--- config.mk ---
export PLATFORM = sky130hd
export DESIGN_NAME = uart_tx_arbiter
export DESIGN_NICKNAME = d
export VERILOG_FILES = /design/src/rtl/uart_pkg.sv /design/src/rtl/rr_pick.sv /design/src/rtl/uart_tx_arbiter.sv
export SDC_FILE = /design/constraint.sdc
export NUM_CORES = 1
export LEC_CHECK = 0
export BUFFER_PORTS_ARGS = -buffer_cell sky130_fd_sc_hd__buf_2
export CORE_AREA = 2 2 61 69
export DETAILED_ROUTE_END_ITERATION = 16
export DIE_AREA = 0 0 63 71
export PLACE_DENSITY = 0.85
export SYNTH_ARGS = -nofsm -noshare
export SYNTH_HDL_FRONTEND = slang
export SYNTH_SLANG_ARGS = --single-unit
--- constraint.sdc ---
create_clock -name clk -period 2.1 [get_ports clk]
set_input_delay 0.21 -clock clk [delete_from_list [all_inputs] [get_ports clk]]
set_output_delay 0.21 -clock clk [all_outputs]
set_load 0.01 [all_outputs]
--- src/rtl/uart_pkg.sv ---
// Shared definitions for the UART transmit path: arbiter state encoding
// and the nominal line timing used to size frames.
package uart_pkg;

  typedef enum logic [1:0] {
    ST_IDLE      = 2'd0,
    ST_LAUNCH    = 2'd1,
    ST_WAIT_BUSY = 2'd2,
    ST_WAIT_DONE = 2'd3
  } arb_state_t;

  localparam int unsigned UART_CLK_HZ    = 100000000;
  localparam int unsigned UART_BIT_RATE  = 115200;
  localparam int unsigned UART_BIT_CYC   = UART_CLK_HZ / UART_BIT_RATE;
  // start + 8 data + stop
  localparam int unsigned UART_FRAME_CYC = 10 * UART_BIT_CYC;

endpackage

--- src/rtl/rr_pick.sv ---
// Combinational round-robin priority encoder: returns the first set request
// at or above rr_ptr, searching upward and wrapping to index 0.
module rr_pick #(
  parameter int unsigned NUM_REQ = 4,
  parameter int unsigned ID_W    = $clog2(NUM_REQ)
) (
  input  logic [NUM_REQ-1:0] req,
  input  logic [ID_W-1:0]    rr_ptr,
  output logic [ID_W-1:0]    winner,
  output logic               any_valid
);

  int unsigned     sum;
  logic [ID_W-1:0] idx;

  // Walk the requests starting at the pointer; the first hit wins.
  always_comb begin
    winner    = '0;
    any_valid = 1'b0;
    sum       = 0;
    idx       = '0;
    for (int unsigned i = 0; i < NUM_REQ; i++) begin
      sum = 32'(rr_ptr) + i;
      if (sum >= NUM_REQ) begin
        sum = sum - NUM_REQ;
      end
      idx = ID_W'(sum);
      if (!any_valid && req[idx]) begin
        winner    = idx;
        any_valid = 1'b1;
      end
    end
  end

endmodule

--- src/rtl/uart_tx_arbiter.sv ---
// Round-robin arbiter sharing one UART transmitter among NUM_REQ byte
// producers, with per-requester packet lock and a launch watchdog.
module uart_tx_arbiter #(
  parameter int unsigned NUM_REQ   = 4,
  parameter int unsigned ID_W      = $clog2(NUM_REQ),
  parameter int unsigned BUSY_WAIT = 16
) (
  input  logic                 clk,
  input  logic                 reset,
  input  logic [NUM_REQ-1:0]   req_valid,
  input  logic [NUM_REQ-1:0]   req_lock,
  input  logic [8*NUM_REQ-1:0] req_data,
  output logic [NUM_REQ-1:0]   req_ready,
  input  logic                 tx_busy,
  output logic                 tx_enable,
  output logic [7:0]           tx_data,
  output logic [ID_W-1:0]      grant_id,
  output logic                 active,
  output logic                 timeout_err
);

  import uart_pkg::*;

  localparam int unsigned WD_W = $clog2(BUSY_WAIT + 1);

  arb_state_t      state;
  logic [ID_W-1:0] rr_ptr;
  logic [ID_W-1:0] lock_id;
  logic            lock_vld;
  logic [WD_W-1:0] wd_cnt;

  logic [ID_W-1:0] rr_win;
  logic [ID_W-1:0] winner;
  logic            any_valid;
  logic            owner_valid;
  logic            launch_ok;
  logic [7:0]      win_byte;

  function automatic logic [ID_W-1:0] wrap_inc(input logic [ID_W-1:0] id);
    return (id == ID_W'(NUM_REQ - 1)) ? '0 : id + 1'b1;
  endfunction

  rr_pick #(
    .NUM_REQ (NUM_REQ),
    .ID_W    (ID_W)
  ) u_pick (
    .req       (req_valid),
    .rr_ptr    (rr_ptr),
    .winner    (rr_win),
    .any_valid (any_valid)
  );

  assign tx_enable = (state == ST_LAUNCH);
  assign active    = (state != ST_IDLE);

  // Winner selection and Mealy ready: a valid lock owner overrides round-robin.
  always_comb begin
    owner_valid = lock_vld && req_valid[lock_id];
    winner      = owner_valid ? lock_id : rr_win;
    launch_ok   = (state == ST_IDLE) && !tx_busy && any_valid;
    req_ready   = '0;
    if (launch_ok) begin
      req_ready[winner] = 1'b1;
    end
    win_byte = '0;
    for (int unsigned i = 0; i < NUM_REQ; i++) begin
      if (ID_W'(i) == winner) begin
        win_byte = req_data[i*8 +: 8];
      end
    end
  end

  // Arbitration FSM, watchdog and lock/pointer bookkeeping.
  always_ff @(posedge clk or posedge reset) begin
    if (reset) begin
      state       <= ST_IDLE;
      tx_data     <= '0;
      grant_id    <= '0;
      rr_ptr      <= '0;
      lock_id     <= '0;
      lock_vld    <= 1'b0;
      wd_cnt      <= '0;
      timeout_err <= 1'b0;
    end else begin
      timeout_err <= 1'b0;
      case (state)
        ST_IDLE: begin
          // An owner that stops offering bytes forfeits its hold.
          if (lock_vld && !req_valid[lock_id]) begin
            lock_vld <= 1'b0;
          end
          if (launch_ok) begin
            tx_data  <= win_byte;
            grant_id <= winner;
            state    <= ST_LAUNCH;
          end
        end
        ST_LAUNCH: begin
          wd_cnt <= '0;
          state  <= ST_WAIT_BUSY;
        end
        ST_WAIT_BUSY: begin
          if (tx_busy) begin
            state <= ST_WAIT_DONE;
          end else if (wd_cnt == WD_W'(BUSY_WAIT - 1)) begin
            timeout_err <= 1'b1;
            lock_vld    <= 1'b0;
            rr_ptr      <= wrap_inc(grant_id);
            state       <= ST_IDLE;
          end else begin
            wd_cnt <= wd_cnt + 1'b1;
          end
        end
        ST_WAIT_DONE: begin
          if (!tx_busy) begin
            state <= ST_IDLE;
            if (req_lock[grant_id]) begin
              lock_vld <= 1'b1;
              lock_id  <= grant_id;
            end else begin
              lock_vld <= 1'b0;
              rr_ptr   <= wrap_inc(grant_id);
            end
          end
        end
        default: state <= ST_IDLE;
      endcase
    end
  end

endmodule

==> results by stage, run 1 <==
Floorplan:
- The core region area is around 3800 µm².
- The floorplan step defined a die boundary enclosing approximately 4500 µm².
- The count of standard-cell rows is 24.
- The die is roughly 63 µm wide.
- 60 I/O pins were placed.
- The starting density of the core is 0.4190.
- The die height is 71 µm.

Route:
- The total detailed-routing wirelength is 4944 µm.
- The wire length per cell after detailed routing is between 15 and 20 µm.
- The final route contains about 1700 vias.
- For this run, the detailed router's first-pass iteration total came to 4.
- Once detail routing completed, the nets flagged for antenna violations numbered 0.
- After the first detailed-routing iteration, the DRC count stood at 107.
- The ratio of routed vias to standard cells is between 5 and 6.
- For this run, design rule violations remaining after detail routing come to 0.

Synth:
- The post-synthesis sequential area ratio is 0.3602.
- The synthesized design spends more area on one cell type than any other, namely sky130_fd_sc_hd__dfrtp_1.
- The top-area cell type share of the netlist area is 0.3602.
- The async set or reset register ratio after synthesis is 1.000.
- The distinct cell type count after synthesis is between 40 and 50.
- The number of enable-type register cells in the synthesized netlist is 0.
- The number of warnings issued by yosys is 0.
- Sorting the synthesized cells by area gives the leading types as sky130_fd_sc_hd__dfrtp_1 (36%), sky130_fd_sc_hd__mux2i_1 (11%), sky130_fd_sc_hd__mux2_2 (4.9%).
- When the netlist entered floorplanning its net count stood at about 210.
- The commonest cells after synthesis are sky130_fd_sc_hd__dfrtp_1 (23), sky130_fd_sc_hd__nand2_1 (20), sky130_fd_sc_hd__mux2i_1 (18).
- The register bit total from synthesis is 23.
- The synthesized area is about 1600 µm².
- The most used flip-flop cell after synthesis is sky130_fd_sc_hd__dfrtp_1.
- Yosys instantiated no cell more often than sky130_fd_sc_hd__dfrtp_1.
- Dividing the synthesized area by the synthesized cell count gives roughly 9.7 µm².
- Counting every instance in the synthesized netlist gives 165.

Timing:
- Of the available clock period, the critical path in the final layout requires 1.142.
- The count of final max-slew check failures was 0.
- The maximum clock frequency is around 420 MHz.
- For the final database, setup skew stands at around 0.0062 ns.
- The headroom to the max-slew limit is 0.6712.
- The shortest period the worst path allows is roughly 2.4 ns.
- The slew of the pin with the lowest slew margin is just under 0.5 ns.
- After layout, the worst setup slack is -0.2990 ns.
- The count of endpoints failing hold in the final timing report was 0.
- Setup repair after global routing could not meet its margin everywhere.
- Setup violations remaining at the end of the flow were counted as 12.

Power:
- For this design the total switching power over the nets is 1.210 mW.
- The relative contribution of sequential cells to total power is 0.281.
- The total internal power is between 1.5 and 2 mW.
- The peak ir drop on the vdd network is around 0.66 mV.
- The fraction of power consumed by the clock network is 0.098.
- Of the total power, the share spent switching nets is 0.4112.
- The power per standard cell area is roughly 1300 nW/µm².
- The fraction of power consumed by combinational cells is 0.621.
- For this design the static power due to leakage is approximately 1.1 nW.

Layout:
- In the final layout, the share of cells above drive strength 1 is 0.4921.
- After the last flow step, the layout net total stands at between 200 and 300.
- The number of antenna diodes in the final layout is 0.
- Measured on the finished design, the core utilization comes to 0.6047.
- The total non-filler cell area in the finished layout is approximately 2300 µm².
- Relative to the synthesized area, the layout overhead comes to 44.32%.

Outcome:
- The checks that failed: negative setup slack.
- The run finished, with violations left.

Clock network:
- The TritonCTS clock tree is done.
- Clock-pin slew was measured on the worst setup and hold paths at around 0.090 ns.
- The clock tree root driver cell is sky130_fd_sc_hd__clkbuf_8.
- The source-to-sink clock delay at the later pin of the worst-skew pair is about 0.27 ns.
- In this run the number of H-tree levels came out at 1.
- The number of clock sinks seen by CTS is 23.
- The clock passes through at most 2 buffers.
- TritonCTS created 3 clock buffers.

Placed design:
- The area after detailed placement is 2059 µm².
- The congestion estimate from routability-driven global placement came to 0.8474.
- At the placement stage, the worst setup path has a slack of -0.05480 ns.
- Port buffering added between 50 and 60 buffers.
- The sum of net half-perimeters after detailed placement is around 3200 µm.

Global route:
- The wire length of the first global-routing pass is between 7000 and 8000 µm.
- The largest net degree at the start of global routing is 24.
- The via count of the first global-routing pass is 1686.
- Across every metal layer, demand over resource in global routing totals 0.2248.
- The total overflow left after global routing is 0.
- The number of antenna violations at the first check in global routing is 0.

Critical path:
- The type of element capturing the critical path is an output pin.
- The data required time at the worst endpoint is 1.89 ns.
- The worst setup path is of the reg2out kind.
- The type of origin of the critical path is a flop.
- In this run the worst path has a maximum fanout of 4.
- Data arrives at the worst endpoint at approximately 2.2 ns.

Run:
- Across the run, the number of max-cap violations was 0.

Worst hold path:
- The min-delay analysis places its worst path in the category in2reg.
per-layer routing:
metal  part of all wire  up-vias  wire [µm]  GRT usage
met5                  0        -          0          0
met4              0.030        0        150    0.09877
met3              0.063       18        309    0.03975
met2               0.51       80       2517     0.3853
met1               0.40      812       1967     0.2769
li1                   -      792          -          -
cell families after synthesis:
kind of cell / after synthesis / synth area share
AND/OR/NAND/NOR: 62 / 0.1997
AO/OA/AOI/OAI: 37 / 0.1856
multiplexers: 27 / 0.1809
flip-flops: 23 / 0.3602
buffers and inverters: 13 / 0.05012
adder cells (fa/ha/maj): 3 / 0.02350
placed cells by master, fill, tap and decap left out, drive strengths merged, types with 4 or more instances in the layout:
| cell | Yosys | layout |
|---|---|---|
| buf | 3 | 90 |
| dfrtp | 23 | 23 |
| nand2 | 21 | 21 |
| mux2i | 18 | 18 |
| nor2 | 10 | 10 |
| a21oi | 9 | 9 |
| mux2 | 9 | 9 |
| o21ai | 7 | 7 |
| o221ai | 6 | 6 |
| inv | 5 | 5 |
| nand3 | 5 | 5 |
| o21a | 5 | 5 |
| and3 | 5 | 5 |
| nor4 | 4 | 4 |
| clkbuf | 5 | 4 |
registers in the layout (all words and copies together) (netlist names):
| signal | count |
|---|---|
| grant_id | 2 |
| lock_id | 2 |
| lock_vld | 1 |
| rr_ptr | 2 |
| state | 2 |
| timeout_err | 1 |
| tx_data | 8 |
| wd_cnt | 5 |
worst max-delay path, cell delays in order, from the launching register on:
cell,delay [ns]
sky130_fd_sc_hd__dfrtp_2,0.45
sky130_fd_sc_hd__mux2_4,0.32
sky130_fd_sc_hd__and3b_4,0.20
sky130_fd_sc_hd__or4_4,0.53
sky130_fd_sc_hd__a21o_4,0.24
sky130_fd_sc_hd__nor2_4,0.07
sky130_fd_sc_hd__buf_6,0.10
stage by stage:
step / cells / TNS, ns / hold slack [ns] / power, mW
floorplan: 165 / -0.003790 / 0.2119 / 1.832
global placement: 285 / -0.01579 / 0.2617 / 2.208
detailed placement: 285 / -0.2837 / 0.2684 / 2.262
CTS: 302 / -2.416 / 0.2292 / 2.760
global route: 304 / -3.168 / 0.2611 / 3.130
finish: 304 / -2.621 / 0.2488 / 2.942
final timing paths:
check / from / endpoint / slack, ns / cells after the start
max: lock_id[1]$_DFFE_PP0P_ / req_ready[1] / -0.30 / 6
min: req_data[19] / tx_data[3]$_DFFE_PP0P_ / 0.25 / 3
max reg2reg: lock_id[1]$_DFFE_PP0P_ / tx_data[1]$_DFFE_PP0P_ / -0.20 / 8
min reg2reg: tx_data[0]$_DFFE_PP0P_ / tx_data[0]$_DFFE_PP0P_ / 0.50 / 2
max in group asynchronous: reset / lock_id[1]$_DFFE_PP0P_ / 1.33 / 4
min in group asynchronous: reset / wd_cnt[1]$_DFFE_PP0P_ / 0.52 / 4
layout make-up:
type                       instances  area, µm²
tap                               52      65.06
clock buffer                       4      45.04
sequential                        23      576.8
inverter                           5      18.77
fill                             323       1508
timing repair buffer              91      578.1
multi-input combinational        129       1022
power groups by stage:
stage                     Sequential (mW)  Clock, mW  Combinational, mW
after floorplan                     0.822          0               1.01
after global placement              0.809          0               1.40
after detailed placement            0.815          0               1.45
after CTS                           0.808      0.287               1.66
after global routing                0.850      0.305               1.98
final                               0.827      0.288               1.83
repair_timing:
action / CTS / global route
endpoints found under the hold margin: 23 / 0
resized for setup: 12 / 12
hold buffers: 1 / 0
setup buffers: 12 / 5
setup endpoints to repair: 11 / 14
pin swaps: 9 / 5
(Power assumes the default switching activity.)
==> inputs of run 2 (changes only) <==
--- a/config.mk
+++ b/config.mk
@@ -10,6 +10,7 @@
 export DETAILED_ROUTE_END_ITERATION = 16
 export DIE_AREA = 0 0 63 71
 export PLACE_DENSITY = 0.85
+export SETUP_SLACK_MARGIN = 0.02
 export SYNTH_ARGS = -nofsm -noshare
 export SYNTH_HDL_FRONTEND = slang
 export SYNTH_SLANG_ARGS = --single-unit
==> run 2 against run 1 <==
Compared with the run above:
- the run still ends with negative setup slack left
- highest routed layer unchanged
- largest cell class unchanged
- critical path type unchanged
- worst setup slack worse by 0.0097 ns
- sequential power is 1% lower
- largest power group unchanged
- register-to-register slack better by 0.06 ns
- final cell count is 0.66% lower
- clock skew is 0.0045 ns lower
==> results by stage, run 2 (synthesized netlist as in run 1, its figures left out) <==
Outcome:
- The run finished, with violations left.
- The checks that failed: negative setup slack.

Timing:
- The headroom to the max-slew limit was 0.6515 (-0.01972).
- The maximum clock frequency is 415.2 MHz (-0.40%).
- The slew of the pin with the lowest slew margin is 0.5188 ns (+0.02936 ns).
- The count of final max-slew check failures is 0 (unchanged).
- The shortest period the worst path allows is 2.409 ns (+0.009744 ns).
- The count of endpoints failing hold in the final timing report was 0 (unchanged).
- The worst setup skew after layout was 0.001658 ns (-0.004497 ns).
- The period utilization was 1.147 (+0.004640).
- The smallest setup slack after layout is -0.3088 ns (-0.009744 ns).
- The worst hold margin is 0.2479 ns (-0.0009320 ns).
- Setup repair after global routing could not meet its margin everywhere.
- The count of endpoints failing setup in the final report is 11 (-1).

Power:
- The net switching power of the design is 1.118 mW (-7.6%).
- The switching fraction of total power was 0.3991 (-0.01213).
- The peak ir drop on the vdd network came to 0.6345 mV (-3.4%).
- The fraction of power consumed by the clock network is 0.100 (+0.002).
- The total internal power is 1.683 mW (-2.8%).
- The power per standard cell area is 1248 nW/µm² (-2.2%).
- The relative contribution of sequential cells to total power is 0.292 (+0.011).
- The leakage power is 1.101 nW (-1.7%).
- The fraction of power consumed by combinational cells came to 0.608 (-0.013).

Layout:
- The utilization after layout is 0.5886 (-0.01608).
- The layout filler cell count is 334 (+3.4%).
- The layout cell share with drive strength beyond 1 came to 0.4680 (-0.02406).
- The number of flip-flops under the largest register name is 8 (unchanged).
- The largest registers in the layout are tx_data x8, wd_cnt x5.
- The multi-input combinational cell area came to 982.2 µm² (-3.9%).
- The area of all sequential standard cells is 576.8 µm² (unchanged).
- The number of antenna repair diodes is 0 (unchanged).
- The top cell types in the final layout, fill and taps aside, are sky130_fd_sc_hd__buf_2 (58), sky130_fd_sc_hd__buf_4 (24), sky130_fd_sc_hd__dfrtp_1 (22).
- The post-layout net count is 297 (-0.67%).
- tx_data holds more flip-flops than any other register.
- Leaving out fill and tap cells, the most frequent cell in the layout is sky130_fd_sc_hd__buf_2.
- The post-route non-filler standard cell count is 302 (-0.66%).
- Compared with the post-synthesis result, the final layout area differs by 40.49%.

Critical path:
- The buffer and inverter count on the worst path is 1 (unchanged).
- The maximum cell stage delay along the critical path is 0.55 ns (+0.02 ns).
- The kind of cell with the highest combined delay on the critical path is simple AND/OR/NAND/NOR gates.
- The worst reg2reg path endpoint is tx_data[0]$_DFFE_PP0P_.
- The worst setup path is captured at an output pin.
- The startpoint of the worst register-to-register path is lock_id[1]$_DFFE_PP0P_.
- Among all stages on the critical path, the largest delay is contributed by sky130_fd_sc_hd__or4_4.
- STA classifies the critical path startpoint as a flop.
- The maximum fanout encountered on the critical timing path is 4 (unchanged).
- The length in cells of the worst reg-to-reg path is 9 (+1).
- Traced cell by cell, the critical path runs through mux2_4 -> and3b_4 -> or4_4 -> a21o_4 -> nor2_4 -> buf_6.
- The category of the most critical setup path is reg2out.
- The data required time at the worst endpoint is 1.89 ns (about the same).
- The reg2reg setup slack is -0.14 ns (+0.06 ns).
- The data arrival at the endpoint of the critical path was 2.20 ns (about the same).

Clock network:
- The number of buffers created by CTS is 3 (unchanged).
- The maximum level of the CTS H-tree was 1 (unchanged).
- In this run the clock root is driven by a sky130_fd_sc_hd__clkbuf_8.
- The source-to-sink clock delay at the later pin of the worst-skew pair is 0.26 ns (about the same).
- TritonCTS built the clock tree.
- The maximum number of buffers from clock root to sink is 2 (unchanged).
- The clock edge transition at the registers on the reported setup and hold paths came to 0.08 ns (about the same).
- The number of clock sinks seen by CTS is 23 (unchanged).

Run:
- The max-cap check violation count is 0 (unchanged).

Floorplan:
- The I/O pin count is 60 (unchanged).
- The die boundary width was 63 µm (unchanged).
- The area of the die was 4473 µm² (unchanged).
- The starting density of the core was 0.4190 (unchanged).
- The count of standard-cell rows came to 24 (unchanged).
- The die height is 71 µm (unchanged).
- The core region area is 3814 µm² (unchanged).

Global route:
- The via count of the first global-routing pass was 1610 (-4.5%).
- The number of antenna violations at the first check in global routing is 0 (unchanged).
- The overall track demand over capacity in global routing was 0.2001 (-0.02464).
- The wire length of the first global-routing pass is 7169 µm (-10%).
- The total congestion overflow is 0 (unchanged).
- The largest net degree at the start of global routing is 24 (unchanged).

Placed design:
- The global placer's final weighted congestion is 0.8676 (+2.4%).
- The cell count after placement was 285 (unchanged).
- The sum of net half-perimeters after detailed placement is 3109 µm (-3.2%).
- The worst setup timing slack at the placement stage is -0.05317 ns (+0.001630 ns).
- The count of buffers inserted at the top-level ports was 59 (unchanged).

Worst hold path:
- The source of the worst hold timing path is req_data[14].
- The tightest min-delay check is of the in2reg type.
- The endpoint of the worst hold path is tx_data[6]$_DFFE_PP0P_.
- The cell count of the worst hold path is 3 (unchanged).

Route:
- The count of TritonRoute iterations in the first routing pass is 5 (+1).
- The total detailed-routing wirelength was 4511 µm (-8.8%).
- The residual DRC count is 0 (unchanged).
- The via count is 1623 (-4.6%).
- The wire length per cell after detailed routing was 14.94 µm (-8.2%).
- The ratio of routed vias to standard cells is 5.374 (-4.0%).
- The antenna violation net count after detailed routing is 0 (unchanged).
- The initial detailed-routing violation count is 56 (-48%).
## run 2: cell count changes in the layout (fill, tap and decap cells not counted), sizes merged
cell and change:
buf -2
## run 2: worst min-delay path, stage by stage
cell	delay [ns]
sky130_fd_sc_hd__buf_2	0.08
sky130_fd_sc_hd__mux2i_1	0.06
sky130_fd_sc_hd__o221ai_2	0.13
## run 2: how the worst max path moves through the flow
stage | start | endpoint | slack (ns) | cells past startpoint
2_1_floorplan | lock_id[1]$_DFFE_PP0P_ | tx_data[3]$_DFFE_PP0P_ | 0.001 | 8
3_3_place_gp | lock_id[1]$_DFFE_PP0P_ | req_ready[1] | -0.02 | 6
3_5_place_dp | lock_id[1]$_DFFE_PP0P_ | tx_data[0]$_DFFE_PP0P_ | -0.05 | 6
4_1_cts | lock_id[1]$_DFFE_PP0P_ | req_ready[1] | -0.34 | 6
5_1_grt | lock_id[1]$_DFFE_PP0P_ | req_ready[3] | -0.36 | 6
6_report | lock_id[1]$_DFFE_PP0P_ | req_ready[1] | -0.31 | 6
## run 2: per-layer routing
| metal | up-vias | wire [µm] | global-route usage |
|---|---|---|---|
| met2 | 60 | 2346 | 0.3511 |
| li1 | 780 | - | - |
| met1 | 773 | 1853 | 0.2396 |
| met4 | 0 | 99 | 0.09630 |
| met5 | - | 0 | 0 |
| met3 | 10 | 211 | 0.03021 |
## run 2: timing repair
item / CTS / global route
setup buffers: 5 / 9
resized for setup: 7 / 4
endpoints found under the setup margin: 11 / 13
hold buffers: 1 / 0
hold endpoints to repair: 23 / 0
pin swaps: 8 / 6
## run 2: area by class of cell
| class | instances | area share |
|---|---|---|
| sequential | 23 | 0.2570 |
| clock buffer | 4 | 0.02007 |
| tap | 52 | 0.02899 |
| multi-input combinational | 129 | 0.4376 |
| timing repair buffer | 89 | 0.2480 |
| inverter | 5 | 0.008361 |
## run 2: per-stage QoR
stage / area, µm² / TNS, ns / total power, mW
floorplan: 1609 / 0 / 1.832
global placement: 2047 / -0.02001 / 2.189
detailed placement: 2047 / -0.1983 / 2.237
CTS: 2173 / -2.672 / 2.591
global route: 2245 / -2.484 / 3.007
finish: 2245 / -1.843 / 2.801
## run 2: power by group through the flow
| stage | Combinational, mW | Clock, mW | Sequential (mW) |
|---|---|---|---|
| 6_report | 1.70 | 0.279 | 0.818 |
| 2_1_floorplan | 1.01 | 0 | 0.822 |
| 4_1_cts | 1.49 | 0.285 | 0.811 |
| 5_1_grt | 1.86 | 0.304 | 0.848 |
| 3_3_place_gp | 1.38 | 0 | 0.809 |
| 3_5_place_dp | 1.42 | 0 | 0.817 |
==> inputs of run 3 (changes only) <==
--- a/config.mk
+++ b/config.mk
@@ -6,11 +6,12 @@
 export NUM_CORES = 1
 export LEC_CHECK = 0
 export BUFFER_PORTS_ARGS = -buffer_cell sky130_fd_sc_hd__buf_2
-export CORE_AREA = 2 2 61 69
+export CORE_AREA = 2 2 60 67
 export DETAILED_ROUTE_END_ITERATION = 16
-export DIE_AREA = 0 0 63 71
-export PLACE_DENSITY = 0.85
+export DIE_AREA = 0 0 62 69
+export PLACE_DENSITY = 0.86
 export SETUP_SLACK_MARGIN = 0.02
 export SYNTH_ARGS = -nofsm -noshare
 export SYNTH_HDL_FRONTEND = slang
+export SYNTH_HIERARCHICAL = 1
 export SYNTH_SLANG_ARGS = --single-unit
==> run 3 against run 2 <==
Compared with the run above:
- the flow now finishes without violations
- global-route usage down 0.080 points
- flip-flop and latch count did not move
- largest cell class unchanged
- via count shrank 2.1%
==> results by stage, run 3 <==
Outcome:
- The run finished with clean final reports.

Synth:
- The library cell occupying the most area in the post-synthesis netlist is sky130_fd_sc_hd__dfrtp_1.
- The number of enable-type register cells in the synthesized netlist was 0 (unchanged).
- The synthesized area divided by synthesized cell count is 9.438 µm² (-2.5%).
- The post-synth net total was 208 (-1.4%).
- The async set or reset register ratio after synthesis is 1.000 (unchanged).
- The register bit total from synthesis was 23 (unchanged).
- The number of warnings issued by yosys is 6 (+6).
- The top-area cell type share of the netlist area is 0.3764 (+0.01621).
- Sorting the synthesized cells by how often they occur yields sky130_fd_sc_hd__dfrtp_1 (23), sky130_fd_sc_hd__nand2_1 (13), sky130_fd_sc_hd__o21ai_0 (13).
- The post-synthesis sequential area ratio was 0.3764 (+0.01621).
- The post-synthesis cell count came to 162 (-1.8%).
- In the synthesized netlist the dominant register cell turns out to be sky130_fd_sc_hd__dfrtp_1.
- By area the synthesized netlist is led by sky130_fd_sc_hd__dfrtp_1 (38%), sky130_fd_sc_hd__mux2i_1 (7.9%), sky130_fd_sc_hd__o21ai_0 (4.3%).
- The distinct cell type count after synthesis is 38 (-9.5%).
- The synthesized area is 1529 µm² (-4.3%).
- The most used standard cell by instance count after synthesis is sky130_fd_sc_hd__dfrtp_1.

Layout:
- The layout filler cell count is 314 (-6.0%).
- The library cell used most frequently in the layout, excluding fill and tap cells, is sky130_fd_sc_hd__buf_2.
- The post-layout net count is 287 (-3.4%).
- The library cells used most frequently in the layout, excluding fill and tap cells, are sky130_fd_sc_hd__buf_2 (59), sky130_fd_sc_hd__dfrtp_1 (22), sky130_fd_sc_hd__buf_4 (22).
- The utilization after layout is 0.5823 (-0.006322).
- The post-route non-filler standard cell count is 290 (-4.0%).
- The area added between synthesis and finish is 36.99%.
- The number of flip-flops under the largest register name is 8 (unchanged).
- The number of antenna repair diodes is 0 (unchanged).
- The multi-input combinational cell area is 900.9 µm² (-8.3%).
- The largest registers in the layout are tx_data x8, wd_cnt x5.
- The area of all sequential standard cells is 576.8 µm² (unchanged).
- Counting flops per register, the top entry is tx_data.
- The layout cell share with drive strength beyond 1 is 0.4458 (-0.02217).

Critical path:
- The data required time at the worst endpoint is 1.89 ns (about the same).
- STA classifies the critical path endpoint as an output pin.
- The maximum fanout encountered on the critical timing path is 4 (unchanged).
- The slowest cell on the critical path is sky130_fd_sc_hd__dfrtp_2.
- The worst setup path is launched from a flop.
- The maximum cell stage delay along the critical path was 0.49 ns (-0.06 ns).
- Traced cell by cell, the critical path runs through mux2i_4 -> o22ai_4 -> mux2i_2 -> buf_4 -> inv_2 -> nor2_1 -> buf_2.
- The critical path is of the reg2out type.
- The data arrival at the endpoint of the critical path was 1.86 ns (-0.34 ns).

Clock network:
- The clock edge transition at the registers on the reported setup and hold paths is 0.08 ns (about the same).
- The number of buffers created by CTS is 3 (unchanged).
- The number of clock sinks seen by CTS is 23 (unchanged).
- The maximum number of buffers from clock root to sink is 2 (unchanged).
- TritonCTS built the clock tree.
- The maximum level of the CTS H-tree is 1 (unchanged).
- Clock tree synthesis selected as its root buffer the cell sky130_fd_sc_hd__clkbuf_8.
- The source-to-sink clock delay at the later pin of the worst-skew pair came to 0.27 ns (about the same).

Floorplan:
- The die height is 69 µm (-2.8%).
- The count of standard-cell rows came to 23 (-4.2%).
- The area of the die is 4278 µm² (-4.4%).
- The core region area is 3597 µm² (-5.7%).
- The I/O pin count is 60 (unchanged).
- The die boundary width came to 62 µm (-1.6%).
- The starting density of the core is 0.4250 (+0.006080).

Global route:
- The wire length of the first global-routing pass was 6527 µm (-9.0%).
- The largest net degree at the start of global routing was 24 (unchanged).
- The via count of the first global-routing pass is 1497 (-7.0%).
- The total congestion overflow is 0 (unchanged).
- The overall track demand over capacity in global routing is 0.1993 (-0.0007962).
- The number of antenna violations at the first check in global routing is 0 (unchanged).

Placed design:
- The count of buffers inserted at the top-level ports came to 59 (unchanged).
- The global placer's final weighted congestion is 0.8496 (-2.1%).
- The sum of net half-perimeters after detailed placement is 3188 µm (+2.5%).
- The cell count after placement is 276 (-3.2%).

Route:
- The antenna violation net count after detailed routing was 0 (unchanged).
- The initial detailed-routing violation count was 67 (+20%).
- The residual DRC count is 0 (unchanged).
- The wire length per cell after detailed routing is 14.82 µm (-0.80%).
- The total detailed-routing wirelength is 4297 µm (-4.7%).
- The via count was 1589 (-2.1%).
- The count of TritonRoute iterations in the first routing pass is 6 (+1).
- The ratio of routed vias to standard cells is 5.479 (+2.0%).

Power:
- The power per standard cell area is 1225 nW/µm² (-1.9%).
- The leakage power was 1.029 nW (-6.6%).
- The overall power is 2.565 mW (-8.4%).
- The peak ir drop on the vdd network came to 0.6577 mV (+3.6%).

Timing:
- The worst hold margin was 0.1750 ns (-0.07294 ns).
- The count of final max-slew check failures is 0 (unchanged).
- The maximum clock frequency is 482.5 MHz (+16%).
- The worst setup skew after layout is 0.003304 ns (+0.001646 ns).
- The slew of the pin with the lowest slew margin was 0.3265 ns (-0.1924 ns).
- The count of endpoints failing hold in the final timing report is 0 (unchanged).
- The headroom to the max-slew limit is 0.7795 (+0.1281).
- Setup repair after global routing could not meet its margin everywhere.
- The shortest period the worst path allows is 2.073 ns (-0.3362 ns).
- The period utilization was 0.9870 (-0.1601).
- The count of endpoints failing setup in the final report is 0 (-11).

Worst hold path:
- In this run the worst hold path is classified as in2reg.

Run:
- The max-cap check violation count was 0 (unchanged).
run 3: cell count changes after synthesis, sizes merged, moves of 3 or more:
cell,delta
o21ai,+13
o221ai,-5
clkbuf,-3
nand2,-8
inv,+5
a222oi,+6
buf,+3
o21a,-3
o211ai,+3
mux2,-6
nand3,+4
run 3: path summary, 6_finish.rpt:
path | start | endpoint | slack (ns) | cells past startpoint
setup / recovery | lock_id[1]$_DFFE_PP0P_ | req_ready[0] | 0.03 | 7
hold / removal | req_data[28] | tx_data[4]$_DFFE_PP0P_ | 0.17 | 3
setup reg to reg | lock_id[1]$_DFFE_PP0P_ | tx_data[3]$_DFFE_PP0P_ | 0.12 | 7
hold reg to reg | tx_data[7]$_DFFE_PP0P_ | tx_data[7]$_DFFE_PP0P_ | 0.48 | 2
max in group asynchronous | reset | lock_id[1]$_DFFE_PP0P_ | 1.33 | 4
min in group asynchronous | reset | wd_cnt[4]$_DFFE_PP0P_ | 0.52 | 4
run 3: power by group:
group	internal (mW)	total, mW	switching (mW)
combinational	0.739	1.47	0.730
sequential	0.624	0.816	0.192
clock	0.133	0.280	0.147
total	1.50	2.57	1.07
run 3: stage by stage:
stage,setup TNS (ns),worst slack (ns),area [µm²]
6_report,0,0.02739,2095
5_1_grt,-0.1049,-0.07215,2095
4_1_cts,0,0.01419,2003
3_5_place_dp,0,0.1476,1926
3_3_place_gp,0,0.1647,1926
2_1_floorplan,0,0.2747,1529
run 3: layer usage:
| metal | global-route usage | wire length [µm] | part of all wire |
|---|---|---|---|
| met5 | 0 | 0 | 0 |
| met1 | 0.2434 | 1675 | 0.39 |
| met2 | 0.3310 | 2316 | 0.54 |
| met4 | 0.08747 | 105 | 0.024 |
| met3 | 0.03189 | 199 | 0.046 |
run 3: cell families (layout without fill, tap and decap cells):
family	count (synthesis)	after routing	share of synthesized area
fa+ha+maj	3	3	0.02455
compound gates	48	48	0.2103
simple gates	50	50	0.1743
flops	23	23	0.3764
buf+inv	18	96	0.06302
mux	20	20	0.1514
run 3: final cells by class:
class	instances	share of cell area
tap	50	0.02987
clock inverter	1	0.002389
multi-input combinational	121	0.4301
timing repair buffer	82	0.2246
inverter	10	0.01792
clock buffer	3	0.01971
sequential	23	0.2754
run 3: what timing repair did:
item,4_1_cts,5_1_grt
hold buffers,1,0
hold endpoints to repair,23,0
setup buffers,1,9
pin swaps,1,4
setup endpoints to repair,2,10
gates resized for setup,4,8
run 3: worst max-delay path, delay by kind of cell, from the launching register on:
family	cells	cell delay, ns
compound gates	1	0.22
buf+inv	3	0.32
flops	1	0.49
mux	2	0.51
simple gates	1	0.06
